### config.mk
export PLATFORM = sky130hd
export DESIGN_NAME = l1_l2_arbiter
export DESIGN_NICKNAME = d
export VERILOG_FILES = /design/src/rtl/l1_l2_arbiter.sv
export SDC_FILE = /design/constraint.sdc
export NUM_CORES = 1
export LEC_CHECK = 0
export BUFFER_PORTS_ARGS = -buffer_cell sky130_fd_sc_hd__buf_4
export CORE_AREA = 5 5 280 282
export DETAILED_ROUTE_END_ITERATION = 10
export DIE_AREA = 0 0 285 287
export GPL_ROUTABILITY_DRIVEN = 0
export GPL_TIMING_DRIVEN = 0
export MAX_ROUTING_LAYER = met4
export PLACE_DENSITY_LB_ADDON = 0.05
export SYNTH_ARGS = -nofsm -noshare
export SYNTH_HDL_FRONTEND = slang
export SYNTH_SLANG_ARGS = --single-unit
### constraint.sdc
create_clock -name clk -period 3 [get_ports clk]
set_input_delay 0 -clock clk [delete_from_list [all_inputs] [get_ports clk]]
set_output_delay 0 -clock clk [all_outputs]
set_load 0.01 [all_outputs]
### src/rtl/l1_l2_arbiter.sv
// l1_l2_arbiter: shares the single L2 port between the L1 I-cache (read-only)
// and the L1 D-cache (read/write). The winning request is latched into
// registered L2 command strobes that stay constant until L2 responds. The
// response is then steered back to the owner. Saturating per-port grant
// counters are kept for performance monitoring.
module l1_l2_arbiter #(
  parameter int COUNT_WIDTH = 16
) (
  input  logic                   clk,
  input  logic                   reset_n,
  input  logic                   i_mem_read,
  input  logic [15:0]            i_mem_address,
  output logic                   i_mem_resp,
  output logic [127:0]           i_mem_rdata,
  input  logic                   d_mem_read,
  input  logic                   d_mem_write,
  input  logic [15:0]            d_mem_address,
  input  logic [127:0]           d_mem_wdata,
  output logic                   d_mem_resp,
  output logic [127:0]           d_mem_rdata,
  output logic                   l2_mem_read,
  output logic                   l2_mem_write,
  output logic [15:0]            l2_mem_address,
  output logic [127:0]           l2_mem_wdata,
  input  logic                   l2_mem_resp,
  input  logic [127:0]           l2_mem_rdata,
  output logic [COUNT_WIDTH-1:0] i_grant_count,
  output logic [COUNT_WIDTH-1:0] d_grant_count
);

  localparam int DATA_W = 128;
  localparam int ADDR_W = 16;
  localparam logic PORT_I = 1'b0;
  localparam logic PORT_D = 1'b1;
  localparam logic [COUNT_WIDTH-1:0] CNT_ONE = {{(COUNT_WIDTH-1){1'b0}}, 1'b1};

  typedef enum logic [1:0] {IDLE, SERVE_I, SERVE_D, DONE} state_t;

  state_t state, state_next;
  logic   last_served;
  logic   i_pend, d_pend;
  logic   grant_i, grant_d, serve_done;

  // Increment that sticks at all-ones instead of wrapping.
  function automatic logic [COUNT_WIDTH-1:0] sat_inc(input logic [COUNT_WIDTH-1:0] v);
    if (&v) return v;
    else    return v + CNT_ONE;
  endfunction

  // Arbitration and next state: on a tie the port not served last wins.
  always_comb begin
    state_next = state;
    i_pend     = i_mem_read;
    d_pend     = d_mem_read | d_mem_write;
    grant_i    = 1'b0;
    grant_d    = 1'b0;
    serve_done = 1'b0;
    case (state)
      IDLE: begin
        if (d_pend && (!i_pend || last_served == PORT_I)) begin
          grant_d    = 1'b1;
          state_next = SERVE_D;
        end else if (i_pend) begin
          grant_i    = 1'b1;
          state_next = SERVE_I;
        end
      end
      SERVE_I, SERVE_D: begin
        if (l2_mem_resp) begin
          serve_done = 1'b1;
          state_next = DONE;
        end
      end
      DONE:    state_next = IDLE;
      default: state_next = IDLE;
    endcase
  end

  // Responses are gated by state, so L2 responses in IDLE/DONE never leak out.
  always_comb begin
    i_mem_resp  = (state == SERVE_I) && l2_mem_resp;
    d_mem_resp  = (state == SERVE_D) && l2_mem_resp;
    i_mem_rdata = l2_mem_rdata;
    d_mem_rdata = l2_mem_rdata;
  end

  // State register.
  always_ff @(posedge clk or negedge reset_n) begin
    if (!reset_n) state <= IDLE;
    else          state <= state_next;
  end

  // L2 command registers: loaded only on a grant, so requester changes mid-serve are ignored.
  // A D request with both strobes set is issued as a write.
  always_ff @(posedge clk or negedge reset_n) begin
    if (!reset_n) begin
      l2_mem_read    <= 1'b0;
      l2_mem_write   <= 1'b0;
      l2_mem_address <= {ADDR_W{1'b0}};
      l2_mem_wdata   <= {DATA_W{1'b0}};
    end else if (grant_d) begin
      l2_mem_read    <= ~d_mem_write;
      l2_mem_write   <= d_mem_write;
      l2_mem_address <= d_mem_address;
      l2_mem_wdata   <= d_mem_wdata;
    end else if (grant_i) begin
      l2_mem_read    <= 1'b1;
      l2_mem_write   <= 1'b0;
      l2_mem_address <= i_mem_address;
    end else if (serve_done) begin
      l2_mem_read    <= 1'b0;
      l2_mem_write   <= 1'b0;
    end
  end

  // Round-robin history: updated when a transaction completes; resets to I so D wins the first tie.
  always_ff @(posedge clk or negedge reset_n) begin
    if (!reset_n)        last_served <= PORT_I;
    else if (serve_done) last_served <= (state == SERVE_D) ? PORT_D : PORT_I;
  end

  // Per-port grant counters, cleared only by reset.
  always_ff @(posedge clk or negedge reset_n) begin
    if (!reset_n) begin
      i_grant_count <= {COUNT_WIDTH{1'b0}};
      d_grant_count <= {COUNT_WIDTH{1'b0}};
    end else begin
      if (grant_i) i_grant_count <= sat_inc(i_grant_count);
      if (grant_d) d_grant_count <= sat_inc(d_grant_count);
    end
  end

endmodule

==> results.tsv, run 1 <==
metric	value	unit
CP most frequent cell	buf_2	
DP Wirelength	36.8	mm
Port Buffers	601	
drt drc	0	
critical path start-end classification	reg -> reg	
depth of the CTS H-tree	4	
clock skew	0.0228	ns
critical path's top delay family	buffers and inverters	
pwr/cell area	723	nW/um^2
vias in the first global route	8934	
Iter 0 DRT Violations	127	
initial core utilization	0.123	
Register Area	4530	sq um
routed vias	8204	
Core ar.	75400	sq um
ANT nets after route	0	
Total GRT Usage	0.107	
Syn Inst Count	773	
Hold Crit Class	in -> async	
max-cap violation count	0	
status	finished clean	
layout cells sized above 1	0.663	
Tcrit/Tclk final	0.874	
postcts setup bufs	0	
clk sinks	181	
relative slew slack	0.352	
Finish-stage setup viols	0	
required time worst endpoint	3.32	ns
minimum clock period	2.62	ns
Die Y	287	um
die area	81800	sq um
largest net degree at the start of global routing	88	
Vias/cell	3.21	
Max IR drop VDD	0.000409	V
Mapped Nets	1072	
initial antenna violation count	3	
multi-input gate area in the final layout	2710	sq um
Arr. time, crit path	2.94	ns
synth warn	0	
Worst Slack Setup Final	0.377	ns
synthesis-to-layout area growth	86.8	%
setup TNS	0	ns
Final nets	1861	
CP max FO	10	
pre-CTS WS	0.174	ns
Rows	101	
Crit. End Element	register	
CTS max path bufs	2	
drt first pass iters	4	
Yosys reg bits	181	
clock buffer count from CTS	17	
post-synth cell types	40	
Crit-path slowest cell	buf_1	
first-pass GRT wire length	62.6	mm
CP bufs+invs	5	
hold_buf cts	167	
fin. max-slew vios	0	
Root Buffer	clkbuf_16	
Layout fillers	8337	
leakage	8.60	nW
Cell Chain, Critical Path	inv_1, ha_1, clkbuf_8, nand2_1, buf_2, buf_2, buf_1, a21oi_1	
CTS-repair resized insts	0	
Startpoint Class	register	
average wire per standard cell	17.4	um
IO Pins	730	
Routed WL	44.5	mm
Syn Area/Cell	12.0	sq um
Seq/Total Area, Yosys	0.488	
fmax	381	MHz
RSZ-0062 raised after global routing	no	
CP max stage delay	0.50	ns
Mapped Area	9290	sq um
Least-Margin Pin Slew	0.970	ns
clk_lat worst skew	0.49	ns
Hold Violations, Final	0	
clock slew at reported path FFs	0.09	ns
die width	285	um
grt ovf	0	
TritonCTS clock tree	done	
[path summary, 6_finish.rpt]
check                             startpoint                 end  slack [ns]  cells after the start
max                                 state[0]  l2_mem_address[10]        0.38                      8
min                                  reset_n    l2_mem_wdata[24]        0.08                      3
max reg2reg                         state[0]  l2_mem_address[10]        0.38                      8
min reg2reg                l2_mem_wdata[104]   l2_mem_wdata[104]        0.51                      1
max in group asynchronous            reset_n    d_grant_count[7]        1.56                      3
min in group clk            l2_mem_rdata[97]     d_mem_rdata[97]        0.18                      2
[synthesized netlist by cell type (all sizes together)]
| master | number | share of area |
|---|---|---|
| and3 | 2 | 0.0013 |
| inv | 5 | 0.0020 |
| nor2 | 24 | 0.0097 |
| or2 | 3 | 0.0020 |
| nor4 | 9 | 0.010 |
| o22ai | 1 | 0.00067 |
| o211ai | 1 | 0.00081 |
| clkbuf | 4 | 0.0027 |
| nor3b | 5 | 0.0046 |
| o21ba | 1 | 0.0011 |
| nor3 | 12 | 0.0065 |
| dfrtp | 181 | 0.49 |
| mux2 | 131 | 0.16 |
| xor2 | 27 | 0.025 |
| nand4 | 13 | 0.010 |
| or3 | 2 | 0.0015 |
| and4 | 2 | 0.0019 |
| a221oi | 1 | 0.00094 |
| nor4b | 2 | 0.0019 |
| xnor2 | 3 | 0.0028 |
| nand2 | 16 | 0.0065 |
| and2 | 2 | 0.0013 |
| a211oi | 1 | 0.00081 |
| a22o | 1 | 0.00094 |
| or4 | 1 | 0.0012 |
| a21oi | 17 | 0.0092 |
| nand3 | 10 | 0.0054 |
| buf | 274 | 0.22 |
| a2bb2oi | 1 | 0.0016 |
| mux2i | 16 | 0.017 |
| ha | 5 | 0.0067 |
[stage by stage]
stage | power [mW] | hold WS (ns) | instance area [sq um] | cells | utilization
after detailed placement | 10.3 | -0.143 | 15100 | 2354 | 0.200
after floorplan | 6.95 | -0.296 | 9290 | 773 | -
after global routing | 13.5 | 0.100 | 17300 | 2556 | 0.230
after global placement | 10.3 | 0.179 | 15000 | 2352 | 0.199
final | 12.5 | 0.0837 | 17300 | 2556 | 0.230
after CTS | 13.0 | 0.0664 | 17300 | 2553 | 0.230
[layout make-up]
cell class                      count  area share
Clock inverter                     14     0.00887
Sequential cell                   181       0.261
Tap cell                          978      0.0705
Antenna cell                        3    0.000433
Inverter                            5     0.00108
Buffer                            278       0.117
Clock buffer                       18      0.0247
Multi-Input combinational cell    309       0.156
Timing Repair Buffer              770       0.360
[flip-flops by register name, indices dropped and copies added, names as in the netlist]
register	flops
d_grant_count	16
i_grant_count	16
l2_mem_address	16
l2_mem_read	1
l2_mem_wdata	128
l2_mem_write	1
last_served	1
state	2
[tightest hold or removal path, delay by kind of cell]
| family | cells | cell delay [ns] |
|---|---|---|
| buffers and inverters | 3 | 0.98 |
[logic make-up after synthesis]
group,Yosys count,synth area share
compound gates,24,0.0160
xor+xnor,30,0.0283
buf+inv,283,0.221
mux,147,0.176
flops,181,0.488
simple gates,103,0.0641
fa+ha+maj,5,0.00674
[cell usage in the layout (no fill, tap or decap), types with 10 or more instances in the layout]
cell type      synthesis  final
nand2_1               16     16
a21oi_1               17     17
mux2_2               131    131
nor3_1                12     12
xor2_1                27     27
nand3_1               10     10
clkbuf_16              0     17
mux2i_1               16     16
buf_2                 11     11
nand4_1               12     12
dfrtp_1              181    181
nor2_1                24     24
dlygate4sd3_1          0    167
buf_4                257    857
[report_power, final]
| group | leakage, nW | internal, mW | switching [mW] |
|---|---|---|---|
| clock | 0.287 | 1.19 | 1.22 |
| combinational | 6.13 | 3.32 | 2.65 |
| sequential | 2.18 | 3.55 | 0.616 |
| total | 8.60 | 8.05 | 4.48 |
[layer usage]
metal	share of wire	wire, um	vias to the layer above	GRT usage
met1	0.34	15000	3901	0.101
li1	-	-	3931	-
met3	0.11	4720	25	0.0524
met4	0.011	493	0	0.0255
met5	0	0	-	-
met2	0.55	24300	347	0.195
Note: power is estimated with default switching activity, not from simulation.
==> inputs of run 2 (changes only) <==
==> constraint.sdc (replaced) <==
create_clock -name clk -period 2.18 [get_ports clk]
set_input_delay 0 -clock clk [delete_from_list [all_inputs] [get_ports clk]]
set_output_delay 0 -clock clk [all_outputs]
set_load 0.01 [all_outputs]
==> run 2 against run 1 <==
  * Via count is essentially flat
  * Fmax grew 33%
  * Worst hold slack gained 0.0014 ns
  * Final area grew 0.25%
  * Register-to-register slack lost 0.17 ns
  * Critical endpoint is now l2_mem_wdata[81]
  * Largest cell class unchanged
==> results.tsv, run 2 (synthesis results as in run 1) <==
metric	value	unit	change
pre-CTS WS	-0.646	ns	-0.820 ns
Most Crowded Layer GR	met2		
critical path's top delay family	buffers and inverters		
clock buffer count from CTS	17		unchanged
Worst Slack Setup Final	0.203	ns	-0.174 ns
Inst Count DP	2354		unchanged
Vias/cell	3.21		about the same
pwr/cell area	996	nW/um^2	+38%
final std cells w/o fill	2555		-0.039%
largest net degree at the start of global routing	88		unchanged
Top reg by flops	l2_mem_wdata		
Hold Crit Class	in -> async		
clock skew	0.0227	ns	-0.000165 ns
setup TNS	0	ns	unchanged
TritonCTS clock tree	done		
die area	81800	sq um	unchanged
minimum clock period	1.98	ns	-0.646 ns
Finish-stage setup viols	0		unchanged
initial core utilization	0.123		unchanged
ANT nets after route	0		unchanged
Crit. End Element	register		
met1 GRT Util	0.101		unchanged
depth of the CTS H-tree	4		unchanged
CTS max path bufs	2		unchanged
Core ar.	75400	sq um	unchanged
DP Wirelength	36.8	mm	unchanged
Final nets	1860		-0.054%
max-cap violation count	0		unchanged
grt ovf	0		unchanged
drt drc	0		unchanged
average wire per standard cell	17.4	um	about the same
Layout fillers	8330		-0.084%
Tot Pwr	17.3	mW	+38%
Placed Area	15100	sq um	unchanged
status	finished clean		
CP bufs+invs	4		-1
Die Y	287	um	unchanged
Port Buffers	601		unchanged
clk_lat worst skew	0.49	ns	about the same
clock slew at reported path FFs	0.09	ns	about the same
Rows	101		unchanged
commonest cells after routing, fill and taps aside	buf_4, dfrtp_1, dlygate4sd3_1		
Iter 0 DRT Violations	126		-0.79%
required time worst endpoint	2.55	ns	-0.77 ns
Max IR drop VDD	0.000562	V	+38%
leakage	8.64	nW	+0.43%
routed vias	8197		-0.085%
vias in the first global route	8934		unchanged
fmax	506	MHz	+33%
met2 Use GR	0.195		unchanged
Routed WL	44.5	mm	about the same
relative slew slack	0.353		+0.00186
GRT met3 Usage	0.0524		unchanged
RSZ-0062 raised after global routing	no		
synthesis-to-layout area growth	87.3	%	
CP max FO	10		unchanged
IO Pins	730		unchanged
Total GRT Usage	0.107		unchanged
design area	17400	sq um	+0.25%
postcts setup bufs	0		unchanged
layout cells sized above 1	0.670		+0.00614
drt first pass iters	4		unchanged
die width	285	um	unchanged
fin. max-slew vios	0		unchanged
critical path start-end classification	reg -> reg		
Startpoint Class	register		
max reg flops	128		unchanged
Tcrit/Tclk final	0.907		+0.0327
commonest non-fill, non-tap cell in the layout	buf_4		
Arr. time, crit path	2.35	ns	-0.59 ns
clk sinks	181		unchanged
Root Buffer	clkbuf_16		
Cell Chain, Critical Path	inv_1, ha_1, clkbuf_8, nand2_2, buf_6, buf_2, mux2_2		
initial antenna violation count	3		unchanged
CP max stage delay	0.36	ns	-0.14 ns
Crit-path slowest cell	mux2_2		
Hold Violations, Final	0		unchanged
first-pass GRT wire length	62.6	mm	unchanged
Least-Margin Pin Slew	0.967	ns	-0.00278 ns
## run 2: cell types whose count changed in the layout (fill, tap and decap cells not counted), sizes merged
cell    delta
clkbuf     +3
buf        -4
## run 2: timing repair
| item | in CTS | in global routing |
|---|---|---|
| hold buffers | 167 | 0 |
| hold endpoints to repair | 332 | 0 |
| gates resized for setup | 16 | 6 |
| setup endpoints to repair | 149 | 66 |
## run 2: power by group
group | internal, mW | leakage [nW] | switching (mW)
Clock | 1.63 | 0.287 | 1.67
Sequential | 4.88 | 2.18 | 0.847
Combinational | 4.64 | 6.17 | 3.64
## run 2: final timing paths
kind	startpoint	to	slack, ns	cells after the start
max in group asynchronous	reset_n	d_grant_count[7]	0.74	3
min reg2reg	l2_mem_wdata[104]	l2_mem_wdata[104]	0.51	1
min in group clk	l2_mem_rdata[97]	d_mem_rdata[97]	0.18	2
max	state[0]	l2_mem_wdata[81]	0.20	7
min	reset_n	l2_mem_wdata[24]	0.09	3
max reg2reg	state[0]	l2_mem_wdata[81]	0.20	7
## run 2: per-stage QoR
stage          utilization  hold WS (ns)
4_1_cts              0.230        0.0664
5_1_grt              0.230         0.100
2_1_floorplan            -        -0.296
3_3_place_gp         0.199         0.179
3_5_place_dp         0.200        -0.143
6_report             0.230        0.0851
## run 2: final cells by class
class | instances | area (sq um) | share of cell area
Clock buffer | 18 | 429 | 0.0247
Sequential cell | 181 | 4530 | 0.260
Clock inverter | 14 | 154 | 0.00885
Tap cell | 978 | 1220 | 0.0704
Antenna cell | 3 | 7.51 | 0.000432
Timing Repair Buffer | 770 | 6250 | 0.359
Multi-Input combinational cell | 309 | 2710 | 0.156
Buffer | 277 | 2070 | 0.119
Inverter | 5 | 18.8 | 0.00108
## run 2: worst reg2reg max path, delay by kind of cell, from the launching register on
kind | cells | cell delay [ns]
multiplexers | 1 | 0.37
adder cells (fa/ha/maj) | 1 | 0.20
buffers and inverters | 4 | 0.75
AND/OR/NAND/NOR | 1 | 0.20
flip-flops | 1 | 0.35
## run 2: per-layer routing
layer,part of all wire,wire length (um)
met1,0.34,15000
met2,0.55,24300
met3,0.11,4720
met4,0.011,492
met5,0,0
==> inputs of run 3 (changes only) <==
--- a/config.mk
+++ b/config.mk
@@ -5,10 +5,11 @@
 export SDC_FILE = /design/constraint.sdc
 export NUM_CORES = 1
 export LEC_CHECK = 0
+export ABC_AREA = 1
 export BUFFER_PORTS_ARGS = -buffer_cell sky130_fd_sc_hd__buf_4
-export CORE_AREA = 5 5 280 282
+export CORE_AREA = 5 5 277 279
 export DETAILED_ROUTE_END_ITERATION = 10
-export DIE_AREA = 0 0 285 287
+export DIE_AREA = 0 0 282 284
 export GPL_ROUTABILITY_DRIVEN = 0
 export GPL_TIMING_DRIVEN = 0
 export MAX_ROUTING_LAYER = met4
==> run 3 against run 2 <==
  * Fmax is 4.3% higher
  * Largest power group unchanged
  * Setup slack better by 0.081 ns
  * Sequential share of layout area is 0.89 points lower
  * Critical path type unchanged
  * Area after synthesis is 6.8% higher
  * Clock skew is 0.011 ns lower
==> results.tsv, run 3 <==
metric	value	unit	change
Comb pwr share	0.489		+0.011
fmax	527	MHz	+4.3%
asr flop ratio synth	1.00		unchanged
vias in the first global route	10900		+22%
postcts setup bufs	0		unchanged
clock power share	0.189		-0.002
clock slew at reported path FFs	0.08	ns	about the same
Hold Path Sink	state[0]		
most common flop cell mapped by yosys	dfrtp_1		
Net Sw Frac	0.417		+0.0612
sequential share of power	0.322		-0.009
biggest area consumer among synthesized cells	dfrtp_1		
critical path's top delay family	simple AND/OR/NAND/NOR gates		
Mapped Area	9920	sq um	+6.8%
Vias/cell	3.37		+4.9%
initial antenna violation count	6		+3
CTS-repair resized insts	0		-16
Seq/Total Area, Yosys	0.457		-0.0310
Post-synth EDFFs	0		unchanged
commonest non-fill, non-tap cell in the layout	buf_4		
Reg-to-Reg End	l2_mem_address[7]		
cell depth of the worst setup path	9		+2
clock buffer count from CTS	17		unchanged
Final nets	2348		+26%
Crit-path slowest cell	dfrtp_1		
Syn Inst Count	1260		+63%
DP Wirelength	40.5	mm	+10%
Post-synth top cells	nand2_1, buf_4, dfrtp_1		
leakage	9.61	nW	+11%
depth of the CTS H-tree	4		unchanged
first-pass GRT wire length	71.6	mm	+14%
die width	282	um	-1.1%
share of the synthesized area in the top cell type	0.457		-0.0310
initial core utilization	0.134		+0.0110
RSZ-0062 raised after global routing	no		
minimum clock period	1.90	ns	-0.0813 ns
Int Pwr	10.6	mW	-4.5%
Arr. time, crit path	2.27	ns	-0.08 ns
Tot Pwr	18.3	mW	+5.5%
Hold WS	0.0503	ns	-0.0347 ns
max-cap violation count	0		unchanged
clk_lat worst skew	0.49	ns	about the same
Rows	100		-0.99%
post-synth cell types	28		-30%
Crit. End Element	register		
Mapped Nets	1559		+45%
synthesis-to-layout area growth	81.6	%	
fin. max-slew vios	0		unchanged
Syn Area/Cell	7.87	sq um	-34%
Finish-stage setup viols	0		unchanged
top cells by area, synth	dfrtp_1, nand2_1, buf_4, inv_1, nor2_1		
Inst Count DP	2832		+20%
Max IR drop VDD	0.000577	V	+2.6%
Yosys reg bits	181		unchanged
commonest cells after routing, fill and taps aside	buf_4, nand2_1, dfrtp_1		
drt first pass iters	4		unchanged
most common cell in the netlist	nand2_1		
Core ar.	73900	sq um	-2.0%
flop2flop setup slack	0.28	ns	+0.08 ns
die area	80100	sq um	-2.1%
Iter 0 DRT Violations	340		+170%
CP max FO	10		unchanged
relative slew slack	0.524		+0.171
IO Pins	730		unchanged
reg-to-reg startpoint	state[0]		
Register-to-Register Path Depth	9		+2
hold path cells	6		
Switching Power	7.62	mW	+24%
Startpoint Class	register		
CTS max path bufs	2		unchanged
CP max stage delay	0.39	ns	+0.03 ns
layout cells sized above 1	0.459		-0.211
Top reg by flops	l2_mem_wdata		
average wire per standard cell	16.3	um	-6.2%
Root Buffer	clkbuf_16		
synth warn	0		unchanged
CP bufs+invs	4		unchanged
TritonCTS clock tree	done		
drt drc	0		unchanged
Least-Margin Pin Slew	0.713	ns	-0.253 ns
Die Y	284	um	-1.0%
Cell Chain, Critical Path	inv_1, ha_1, nand3_2, inv_2, nor2_4, inv_2, buf_6, nand2_1, nand2_1		
design area	18000	sq um	+3.5%
Hold Violations, Final	0		unchanged
Hold Crit Class	in -> reg		
max reg flops	128		unchanged
required time worst endpoint	2.55	ns	about the same
hold_buf cts	167		unchanged
Port Buffers	601		unchanged
grt ovf	0		unchanged
status	finished clean		
Tcrit/Tclk final	0.870		-0.0373
Placed Area	15700	sq um	+4.1%
final std cells w/o fill	3036		+19%
ANT nets after route	0		unchanged
critical path start-end classification	reg -> reg		
Routed WL	49.5	mm	+11%
pwr/cell area	1010	nW/um^2	+1.9%
clock skew	0.0121	ns	-0.0106 ns
Total GRT Usage	0.123		+0.0160
largest net degree at the start of global routing	80		-9.1%
Final Util	0.243		+0.0130
Layout fillers	8219		-1.3%
clk sinks	181		unchanged
min-delay src	d_mem_read		
routed vias	10200		+25%
[run 3: changes by cell type in the layout (fill, tap and decap cells not counted), sizes merged, moves of 12 or more]
cell	previous run	this run
xor2	27	2
inv	14	49
nor3	12	0
nand3	10	23
nand2	16	626
o21ai	0	23
mux2	131	1
nor2	24	41
buf	873	888
mux2i	16	0
a21oi	17	2
[run 3: tightest hold or removal path, delay by kind of cell]
kind | cells | cell delay, ns
AO/OA/AOI/OAI | 3 | 0.29
buffers and inverters | 2 | 0.12
AND/OR/NAND/NOR | 1 | 0.08
[run 3: cell families after synthesis]
family / synth area share
flops: 0.457
simple gates: 0.279
mux: 0.00114
buf+inv: 0.233
compound gates: 0.0175
fa+ha+maj: 0.00631
xor+xnor: 0.00707
[run 3: final cells by class]
type / count / area, sq um / area share
diodes: 5 / 12.5 / 0.000695
plain buffers: 294 / 2150 / 0.119
clock buffers: 18 / 429 / 0.0238
clock inverters: 14 / 178 / 0.00987
inverters: 41 / 155 / 0.00862
multi-input cells: 744 / 3080 / 0.171
flip-flops and latches: 181 / 4530 / 0.252
well taps: 969 / 1210 / 0.0673
repair buffers: 770 / 6260 / 0.347
[run 3: metal layers]
metal / GRT usage / share of wire / up-vias
li1: - / - / 5156
met1: 0.130 / 0.38 / 4644
met2: 0.221 / 0.53 / 382
met3: 0.0383 / 0.080 / 37
met4: 0.0327 / 0.016 / 0
met5: - / 0 / -
[run 3: stage by stage]
| stage | setup TNS, ns | setup slack (ns) |
|---|---|---|
| final | 0 | 0.284 |
| after detailed placement | 0 | 0.0666 |
| after global routing | 0 | 0.0403 |
| after global placement | -106.67 | -0.627 |
| after floorplan | 0 | 0.641 |
| after CTS | 0 | 0.0551 |
[run 3: power groups by stage]
stage	sequential, mW	combinational [mW]	clock (mW)
after global routing	6.10	10.0	3.77
after global placement	5.92	9.10	0
after detailed placement	5.91	9.08	0
after floorplan	6.42	3.52	0
final	5.88	8.94	3.45
after CTS	5.90	9.35	3.70
[run 3: worst max-delay path by stage]
stage / startpoint / endpoint
4_1_cts: state[0] / l2_mem_read
3_3_place_gp: reset_n / d_grant_count[5]
2_1_floorplan: d_grant_count[0] / d_grant_count[8]
5_1_grt: state[0] / l2_mem_read
6_report: state[0] / l2_mem_address[7]
3_5_place_dp: state[0] / l2_mem_read
